File: config.mk
export PLATFORM = sky130hd
export DESIGN_NAME = heading_servo_ctrl_flat
export DESIGN_NICKNAME = d
export VERILOG_FILES = /design/src/rtl/servo_pkg.sv /design/src/rtl/heading_servo_ctrl_if.sv /design/src/rtl/pwm_gen.sv /design/src/rtl/heading_servo_ctrl.sv /design/src/flat_wrapper.sv
export SDC_FILE = /design/constraint.sdc
export NUM_CORES = 1
export LEC_CHECK = 0
export BUFFER_PORTS_ARGS = -buffer_cell sky130_fd_sc_hd__buf_4
export CAP_MARGIN = 20
export CORE_MARGIN = 8
export CORE_UTILIZATION = 35
export CTS_CLUSTER_SIZE = 8
export DETAILED_ROUTE_END_ITERATION = 12
export PLACE_DENSITY = 0.6
export REMOVE_ABC_BUFFERS = 1
export SYNTH_ARGS = -nofsm -noshare
export SYNTH_HDL_FRONTEND = slang
export SYNTH_SLANG_ARGS = --single-unit
export TNS_END_PERCENT = 10
File: constraint.sdc
create_clock -name clk -period 8.2 [get_ports clk]
set_clock_uncertainty 0.05 [all_clocks]
set_input_delay 1.64 -clock clk [delete_from_list [all_inputs] [get_ports clk]]
set_output_delay 1.64 -clock clk [all_outputs]
set_load 0.02 [all_outputs]
File: src/rtl/servo_pkg.sv
// -----------------------------------------------------------------------------
// servo_pkg
// Shared types and default timing constants for the heading servo controller.
//   servo_state_t : tracking state machine encoding (IDLE / TRACK / HOLD)
//   DEF_*         : default PWM timing for a 50 MHz clock and a 50 Hz servo
// -----------------------------------------------------------------------------
package servo_pkg;

    typedef enum logic [1:0] {
        IDLE  = 2'd0,
        TRACK = 2'd1,
        HOLD  = 2'd2
    } servo_state_t;

    localparam int DEF_PERIOD    = 1_000_000;  // 20 ms at 50 MHz
    localparam int DEF_MIN_PULSE = 50_000;     // 1 ms
    localparam int DEF_MAX_PULSE = 100_000;    // 2 ms

endpackage

File: src/rtl/heading_servo_ctrl_if.sv
// -----------------------------------------------------------------------------
// heading_servo_ctrl_if
// Per-frame heading report from detect_direction to the servo controller.
//   frame_done : single-cycle strobe, direction/no_red valid in that cycle
//   direction  : unsigned heading 0..FOV
//   no_red     : 1 = frame contained no red target
// Modports: master (heading source), slave (servo controller).
// -----------------------------------------------------------------------------
interface heading_servo_ctrl_if;

    logic       frame_done;
    logic [4:0] direction;
    logic       no_red;

    modport master (output frame_done, output direction, output no_red);
    modport slave  (input  frame_done, input  direction, input  no_red);

endinterface

File: src/rtl/pwm_gen.sv
// -----------------------------------------------------------------------------
// pwm_gen
// Free-running period counter with a registered width compare.
//   clk, reset  : clock, synchronous active-high reset
//   pulse_width : high time in clk cycles, sampled continuously
//   pwm_out     : registered (period_cnt < pulse_width), one cycle behind
//   period_end  : high in the last cycle of each period (period_cnt==PERIOD-1)
// -----------------------------------------------------------------------------
module pwm_gen
    import servo_pkg::*;
#(
    parameter int PERIOD   = DEF_PERIOD,
    parameter int CNT_BITS = $clog2(PERIOD)
) (
    input  logic                clk,
    input  logic                reset,
    input  logic [CNT_BITS-1:0] pulse_width,
    output logic                pwm_out,
    output logic                period_end
);

    localparam logic [CNT_BITS-1:0] LAST_CNT = CNT_BITS'(PERIOD - 1);

    logic [CNT_BITS-1:0] period_cnt_q, period_cnt_d;
    logic                pwm_q, pwm_d;

    // NOTE: every signal assigned in always_comb gets a value on every path
    // (defaults first), otherwise synthesis infers a latch.
    always_comb begin
        period_end   = (period_cnt_q == LAST_CNT);
        period_cnt_d = period_end ? '0 : period_cnt_q + CNT_BITS'(1);
        pwm_d        = (period_cnt_q < pulse_width);
    end

    // NOTE: state registers use non-blocking assignments so every flop samples
    // the pre-edge values regardless of statement order.
    always_ff @(posedge clk) begin
        if (reset) begin
            period_cnt_q <= '0;
            pwm_q        <= 1'b0;
        end else begin
            period_cnt_q <= period_cnt_d;
            pwm_q        <= pwm_d;
        end
    end

    assign pwm_out = pwm_q;

endmodule

File: src/rtl/heading_servo_ctrl.sv
// -----------------------------------------------------------------------------
// heading_servo_ctrl
// Turns per-frame headings into a slew-limited 50 Hz servo PWM.
//   clk, reset  : clock, synchronous active-high reset
//   hdg         : heading_servo_ctrl_if.slave (frame_done, direction, no_red)
//   pwm_out     : servo PWM
//   pulse_width : pulse width currently applied (changes only at period ends)
//   state       : 0 IDLE, 1 TRACK, 2 HOLD
//   locked      : TRACK and pulse_width has reached the target
// Optional build macro HEADING_SERVO_SWEEP_EN: while IDLE the target sweeps
// between MIN_PULSE and MAX_PULSE by SLEW per period instead of parking at
// the centre.
// -----------------------------------------------------------------------------
module heading_servo_ctrl
    import servo_pkg::*;
#(
    parameter int CLK_HZ      = 50_000_000,
    parameter int PERIOD      = CLK_HZ / 50,
    parameter int MIN_PULSE   = DEF_MIN_PULSE,
    parameter int MAX_PULSE   = DEF_MAX_PULSE,
    parameter int FOV         = 25,
    parameter int SLEW        = 5_000,
    parameter int LOST_FRAMES = 8,
    parameter int CNT_BITS    = $clog2(PERIOD)
) (
    input  logic                   clk,
    input  logic                   reset,
    heading_servo_ctrl_if.slave    hdg,
    output logic                   pwm_out,
    output logic [CNT_BITS-1:0]    pulse_width,
    output logic [1:0]             state,
    output logic                   locked
);

    localparam int STEP_PER_DEG = (MAX_PULSE - MIN_PULSE) / FOV;
    localparam int CENTRE       = (MIN_PULSE + MAX_PULSE) / 2;
    localparam int MUL_BITS     = CNT_BITS + 5;
    localparam int LOST_BITS    = $clog2(LOST_FRAMES + 1);

    localparam logic [CNT_BITS-1:0]  CENTRE_W = CNT_BITS'(CENTRE);
    localparam logic [CNT_BITS-1:0]  SLEW_W   = CNT_BITS'(SLEW);
    localparam logic [4:0]           FOV_W    = 5'(FOV);
    localparam logic [MUL_BITS-1:0]  STEP_M   = MUL_BITS'(STEP_PER_DEG);
    localparam logic [MUL_BITS-1:0]  MIN_M    = MUL_BITS'(MIN_PULSE);
    localparam logic [LOST_BITS-1:0] LOST_W   = LOST_BITS'(LOST_FRAMES);

    servo_state_t         state_q, state_d;
    logic [CNT_BITS-1:0]  pulse_width_q, pulse_width_d;
    logic [CNT_BITS-1:0]  target_q, target_d;
    logic [LOST_BITS-1:0] lost_cnt_q, lost_cnt_d, lost_inc;
    logic [4:0]           dir_clamped;
    logic [CNT_BITS-1:0]  mapped_target;
    logic [CNT_BITS-1:0]  slewed;
    logic                 period_end;

`ifdef HEADING_SERVO_SWEEP_EN
    localparam logic [CNT_BITS-1:0] MIN_W = CNT_BITS'(MIN_PULSE);
    localparam logic [CNT_BITS-1:0] MAX_W = CNT_BITS'(MAX_PULSE);
    logic sweep_up_q, sweep_up_d;
`endif

    pwm_gen #(
        .PERIOD   (PERIOD),
        .CNT_BITS (CNT_BITS)
    ) u_pwm_gen (
        .clk         (clk),
        .reset       (reset),
        .pulse_width (pulse_width_q),
        .pwm_out     (pwm_out),
        .period_end  (period_end)
    );

    // Heading to pulse width; the product is formed at MUL_BITS so the
    // largest heading times the step cannot wrap before truncation.
    always_comb begin
        dir_clamped   = (hdg.direction > FOV_W) ? FOV_W : hdg.direction;
        mapped_target = CNT_BITS'(MIN_M + MUL_BITS'(dir_clamped) * STEP_M);
    end

    // Slew limiter: step toward target by at most SLEW, landing exactly on it.
    // Only committed at the period boundary so a pulse is never cut short.
    always_comb begin
        slewed = pulse_width_q;
        if (target_q > pulse_width_q) begin
            slewed = ((target_q - pulse_width_q) > SLEW_W) ? pulse_width_q + SLEW_W : target_q;
        end else if (target_q < pulse_width_q) begin
            slewed = ((pulse_width_q - target_q) > SLEW_W) ? pulse_width_q - SLEW_W : target_q;
        end
        pulse_width_d = period_end ? slewed : pulse_width_q;
    end

    // Track / hold / idle. A frame arriving on the boundary cycle updates
    // target_q at the same edge the slew reads it, so that boundary still
    // slews toward the old target.
    always_comb begin
        state_d    = state_q;
        target_d   = target_q;
        lost_cnt_d = lost_cnt_q;
        lost_inc   = lost_cnt_q + LOST_BITS'(1);
`ifdef HEADING_SERVO_SWEEP_EN
        sweep_up_d = sweep_up_q;
        if (state_q != IDLE) begin
            // Sweep always restarts upward from wherever IDLE is entered.
            sweep_up_d = 1'b1;
        end else if (period_end) begin
            if (sweep_up_q) begin
                if ((MAX_W - target_q) <= SLEW_W) begin
                    target_d   = MAX_W;
                    sweep_up_d = 1'b0;
                end else begin
                    target_d = target_q + SLEW_W;
                end
            end else begin
                if ((target_q - MIN_W) <= SLEW_W) begin
                    target_d   = MIN_W;
                    sweep_up_d = 1'b1;
                end else begin
                    target_d = target_q - SLEW_W;
                end
            end
        end
`endif
        if (hdg.frame_done) begin
            if (!hdg.no_red) begin
                state_d    = TRACK;
                lost_cnt_d = '0;
                target_d   = mapped_target;
            end else begin
                case (state_q)
                    TRACK: begin
                        state_d    = HOLD;
                        lost_cnt_d = LOST_BITS'(1);
                    end
                    HOLD: begin
                        if (lost_inc == LOST_W) begin
                            state_d    = IDLE;
                            target_d   = CENTRE_W;
                            lost_cnt_d = '0;
                        end else begin
                            lost_cnt_d = lost_inc;
                        end
                    end
                    default: state_d = state_q;
                endcase
            end
        end
    end

    always_ff @(posedge clk) begin
        if (reset) begin
            state_q       <= IDLE;
            pulse_width_q <= CENTRE_W;
            target_q      <= CENTRE_W;
            lost_cnt_q    <= '0;
        end else begin
            state_q       <= state_d;
            pulse_width_q <= pulse_width_d;
            target_q      <= target_d;
            lost_cnt_q    <= lost_cnt_d;
        end
    end

`ifdef HEADING_SERVO_SWEEP_EN
    always_ff @(posedge clk) begin
        if (reset) begin
            sweep_up_q <= 1'b1;
        end else begin
            sweep_up_q <= sweep_up_d;
        end
    end
`endif

    assign pulse_width = pulse_width_q;
    assign state       = state_q;
    assign locked      = (state_q == TRACK) && (pulse_width_q == target_q);

endmodule
File: src/flat_wrapper.sv
// flat-port wrapper written by rule: the top's interface ports become plain ports
module heading_servo_ctrl_flat import servo_pkg::*;
#(
    parameter int CLK_HZ      = 50_000_000,
    parameter int PERIOD      = CLK_HZ / 50,
    parameter int MIN_PULSE   = DEF_MIN_PULSE,
    parameter int MAX_PULSE   = DEF_MAX_PULSE,
    parameter int FOV         = 25,
    parameter int SLEW        = 5_000,
    parameter int LOST_FRAMES = 8,
    parameter int CNT_BITS    = $clog2(PERIOD)
)
  (clk, reset, pwm_out, pulse_width, state, locked, hdg_frame_done, hdg_direction, hdg_no_red);
  heading_servo_ctrl_if hdg_i ();
  input  logic clk;
  input  logic reset;
  output logic pwm_out;
  output logic [CNT_BITS-1:0] pulse_width;
  output logic [1:0] state;
  output logic locked;
  input wire logic [$bits(hdg_i.frame_done)-1:0] hdg_frame_done;
  input wire logic [$bits(hdg_i.direction)-1:0] hdg_direction;
  input wire logic [$bits(hdg_i.no_red)-1:0] hdg_no_red;
  assign hdg_i.frame_done = hdg_frame_done;
  assign hdg_i.direction = hdg_direction;
  assign hdg_i.no_red = hdg_no_red;
  heading_servo_ctrl #(.CLK_HZ(CLK_HZ), .PERIOD(PERIOD), .MIN_PULSE(MIN_PULSE), .MAX_PULSE(MAX_PULSE), .FOV(FOV), .SLEW(SLEW), .LOST_FRAMES(LOST_FRAMES), .CNT_BITS(CNT_BITS)) u_core (.clk(clk), .reset(reset), .hdg(hdg_i), .pwm_out(pwm_out), .pulse_width(pulse_width), .state(state), .locked(locked));
endmodule
### Yosys cells after proc, flatten, opt, wreduce, memory -nomap -nowiden

Cells that the tools add are included.

* $add $sub $neg: 7
* multipliers: 1
* divide/modulo/power cells: 0
* $lt $le $gt $ge: 6
* equality and inequality tests: 9
* shift operators: 0
* muxes and demuxes: 14
* bitwise gates (word level): 0
* reductions and logical operators: 7

Operators with widths (number)
* 2-to-1 mux 20 bit: 7
* > comparator 20 x 13 -> 1 bit (second input constant): 2
* less-than comparator 20 bit: 2
* subtractor 20 bit: 2
* adder 20 x 1 -> 20 bit (second input constant): 1
* adder 20 x 13 -> 20 bit (second input constant): 1
* == test 20 bit: 1
* == test 20 bit (second input constant): 1
* > comparator 20 bit: 1
* subtractor 20 x 13 -> 20 bit (second input constant): 1
* adder 16 x 16 -> 17 bit (first input constant): 1
* multiplier 5 x 7 -> 12 bit (second input constant): 1
* 2-to-1 mux 4 bit: 2
* case mux 4 bit (2 select lines): 1
* AND reduction 3 bit: 2
* > comparator 5 bit (second input constant): 1
* 2-to-1 mux 5 bit: 1
* adder 4 x 1 -> 4 bit (second input constant): 1
* == test 4 bit (second input constant): 1
* 2-to-1 mux 2 bit: 2
* != test 2 x 1 -> 1 bit (second input constant): 2
* case mux 2 bit (2 select lines): 1
* AND reduction 2 bit: 2
* != test 3 x 1 -> 1 bit (second input constant): 1
* 6 further kinds: 6

* bits in registers: 67
* latch bits: 0
* RAM bits: 0
* bits in read-only memories: 0
* output and inout bits: 24
* memories: 0

### Depth between registers and ports, before layout

* depth after elaboration: 5
* gate-level depth with buffers: 18
* gate-level depth less buffers: 18

### Modules after synthesis

A second synthesis with hierarchy kept.

* cells, all modules: 822
* area, all modules: 6402.4 um^2

Modules (own cells, without submodules)
* heading_servo_ctrl: instances 1, cells each 658, area an instance 5003.5 um^2
* pwm_gen: instances 1, cells each 164, area an instance 1398.8 um^2

### Worst setup path before layout

No wires, ideal clock.

* kind: input port to flip-flop
* from: in hdg_direction[4]
* to: reg u_core.target_q[15]
* library setup time: 106 ps
* arrival: 5418 ps
* path slack: 2626 ps
* stages: 16
* path through: nand2_1 > and2_1 > inv_1 > fa_1 > inv_1 > fa_1 > fa_1 > ha_1 > inv_1 > o21bai_1 > a21oi_1 > xnor2_1 > nor3b_1 > a21oi_1 > or4_1 > o311ai_0

* longest elaborated chain between the ends: 5

Ends and longest elaborated chain
* start, declared: RTL line flat_wrapper.sv:22 `input wire logic [$bits(hdg_i.direction)-1:0] hdg_direction;`
* > comparator 5 bit: RTL line heading_servo_ctrl.sv:76 `dir_clamped = (hdg.direction > FOV_W) ? FOV_W : hdg.direction;`
* 2-to-1 mux 5 bit (*): RTL line heading_servo_ctrl.sv:76
* multiplier 5 x 7 -> 12 bit (*): RTL line heading_servo_ctrl.sv:77 `mapped_target = CNT_BITS'(MIN_M + MUL_BITS'(dir_clamped) * STEP_M);`
* adder 16 x 16 -> 17 bit (*): RTL line heading_servo_ctrl.sv:77
* 2-to-1 mux 20 bit (*): RTL line heading_servo_ctrl.sv:124 `if (!hdg.no_red) begin`
* end signal, assigned: RTL line heading_servo_ctrl.sv:158 `target_q <= target_d;`
* end, declared: RTL line heading_servo_ctrl.sv:49 `logic [CNT_BITS-1:0] target_q, target_d;`

Mark *: on every way between the ends. The rest lies on a longest branch, timed or not.
A chain may end at the register's enable or synchronous reset.

### Final worst setup path

Same ends and word-level chain as after synthesis.

==> impl_metrics.csv <==
group,metric,value,unit
route,avgViaCountPerCell,5.49,
die,die_w,150,um
global_routing,grt_pass1_wl,28000,um
route,postRouteAntennaNets,0,
timing,setup_viol,0,
pwr,irDropWorstVdd,0.000122,V
timing,fmax,0.177,GHz
synth,synth-compound-area-share,0.247,
synth,synth_top_family_by_area,"compound AO/OA/AOI/OAI gates",
critical_path,cpPeakStageDelay,0.53,ns
finish,final_common_cell,"a21oi_1",
outcome,status,"finished, final reports clean",
clock_network,clock_sinks,58,
pwr,p_leak,2.93,nW
timing,grt_setup_unrepaired,"false",
die,io_pins,33,
placed_design,dp_hpwl,13100,um
critical_path,crit_buf_inv,4,
global_routing,overflow,0,
pwr,power_density,265,mW/mm^2
timing,relSlewSlack,0.249,
clock_network,numCtsBuffers,9,
finish,syn_to_final_growth,10.2,%
global_routing,grt_pass1_vias,5438,
die,rows,49,
synth,synthFlopType,"dfxtp_1",
clock_network,holdBufCountCts,0,
clock_network,clk_pin_slew,0.05,ns
synth,yosysUniqueCellTypes,78,
clock_network,cts_root_buf,"clkbuf_16",
synth,syn_avg_cell_area,7.62,um^2
critical_path,worstPathArrival,5.81,ns
synth,synthCells,825,
critical_path,critical-path-top-delay-family,"adder cells",
critical_path,cp.required,8.37,ns
synth,synth_edf_count,0,
synth,synth-xor-area-share,0.0850,
route,routed_wl,16900,um
placed_design,port_buffers,29,
timing,fin_tns_setup,0,ns
critical_path,crit_chain,"buf_4, nand2_1, and2_1, inv_1, fa_1, inv_1, fa_1, fa_1, ha_1, inv_1, o21bai_1, a21oi_1, xnor2_1, nor3b_1, a21oi_1, or4_1, o311ai_0",
synth,synth-simple-area-share,0.217,
route,vias,5815,
die,core,0.0178,mm^2
timing,tightest_slew,1.13,ns
route,wire_per_inst,15.9,um
clock_network,clock_path_buffers,2,
synth,ys_top_cells_by_area,"dfxtp_1 (18%), ha_1 (14%), a21oi_1 (6.1%), xnor2_1 (5.2%), nor2_1 (4.4%)",
synth,ys_warn_count,0,
min_path,min_path_type,"reg -> reg",
synth,ys_seq_elements,58,
critical_path,cp-start-kind,"input pin",
critical_path,crit_slowest_cell,"fa_1",
timing,report.final.slew_viol_count,0,
global_routing,antenna_found_initial,0,
placed_design,place.gp.congestion,0.920,
clock_network,post_cts_buffers,0,
route,drtPass1Iterations,5,
synth,synth_mux_area_frac,0.0157,
finish,n_antenna_cell,0,
die,dieArea,0.0225,mm^2
die,initial_core_util,0.353,
timing,hold_viol,0,
global_routing,grt_max_degree,43,
critical_path,cp_max_fo,7,
synth,netlist_area,0.00628,mm^2
route,drc,0,
finish,mostFrequentLayoutCells,"a21oi_1 (76), nor2_1 (73), ha_1 (72), inv_1 (58), dfxtp_1 (58)",
clock_network,cts_tree,"built",
synth,yosysTopAreaCell,"dfxtp_1",
clock_network,cts_max_level,3,
synth,yosysSeqAreaShare,0.185,
global_routing,grt_use_total,0.152,
finish,nets,918,
die,die_y,150,um
clock_network,cts-resized-gates,0,
timing,fin_crit_sh,0.687,
finish,drive_gt1_frac,0.0818,
synth,netlist.area_leader.share,0.185,
synth,async_reset_ff_frac,0,
synth,synthAdderAreaFrac,0.178,
pwr,power.total,1.84,mW
route,initialDrtViolationCount,411,
timing,min_period,5.64,ns
flow_run,max_cap_violations,0,
critical_path,critical_path_class,"in -> reg",
critical_path,endpoint_kind,"flop",
clock_network,clk_latency,0.32,ns
## where the power goes
part,internal [mW],switching [mW],leakage [nW],total [mW]
sequential,0.299,0.0244,0.471,0.323
clock,0.282,0.130,0.163,0.412
combinational,0.455,0.645,2.30,1.10
total,1.04,0.799,2.93,1.84
## metrics by stage
step / utilization / hold WS (ns) / cell area (um^2) / instances / setup WS [ns]
floorplan: - / 0.376 / 6070 / 784 / 2.63
global placement: 0.371 / 0.393 / 6590 / 1044 / 2.26
detailed placement: 0.371 / 0.406 / 6590 / 1044 / 2.19
CTS: 0.389 / 0.413 / 6920 / 1060 / 2.54
global route: 0.389 / 0.466 / 6920 / 1060 / 2.17
finish: 0.389 / 0.406 / 6920 / 1060 / 2.56
## per-layer routing
layer	up-vias	track usage	share of wire
met3	18	0.0345	0.065
met2	165	0.236	0.44
met5	-	0	0
met1	2679	0.207	0.48
li1	2953	-	-
met4	0	0.0400	0.015
## final timing paths
path | to | start | cells after the start | slack, ns
hold / removal | u_core.u_pwm_gen.period_cnt_q[0] | u_core.u_pwm_gen.period_cnt_q[0] | 1 | 0.41
setup / recovery | u_core.target_q[15] | hdg_direction[4] | 17 | 2.56
setup reg to reg | u_core.pulse_width[12] | u_core.pulse_width[3] | 14 | 3.75
hold reg to reg | u_core.u_pwm_gen.period_cnt_q[0] | u_core.u_pwm_gen.period_cnt_q[0] | 1 | 0.41
## synth_stat cells (all sizes together), types with 21 or more instances
| cell type | number |
|---|---|
| nor2 | 73 |
| ha | 72 |
| nand2 | 54 |
| o21ai | 52 |
| dfxtp | 58 |
| xor2 | 24 |
| a21oi | 76 |
| nand3 | 31 |
| xnor2 | 37 |
| buf | 21 |
| nor3 | 26 |
| inv | 59 |
| clkbuf | 22 |
## registers in the layout, indices dropped and copies added (netlist names)
name and count:
u_core.lost_cnt_q 4, u_core.pulse_width 17, u_core.state 2, u_core.target_q 14
u_core.u_pwm_gen.period_cnt_q 20, u_core.u_pwm_gen.pwm_out 1
## layout make-up
cell class | count | area [um^2]
Sequential cell | 58 | 1160
Clock inverter | 4 | 73.8
Inverter | 61 | 229
Fill cell | 1863 | 10900
Timing Repair Buffer | 31 | 233
Tap cell | 229 | 287
Clock buffer | 12 | 256
Multi-Input combinational cell | 665 | 4680
## cells by family (layout without fill, tap and decap cells)
kind of cell,Yosys count,after routing
xor+xnor,61,61
flops,58,58
buf+inv,104,108
other cells,1,3
compound gates,238,238
simple gates,271,271
mux,9,9
fa+ha+maj,83,83
Note: power is estimated with default switching activity, not from simulation.
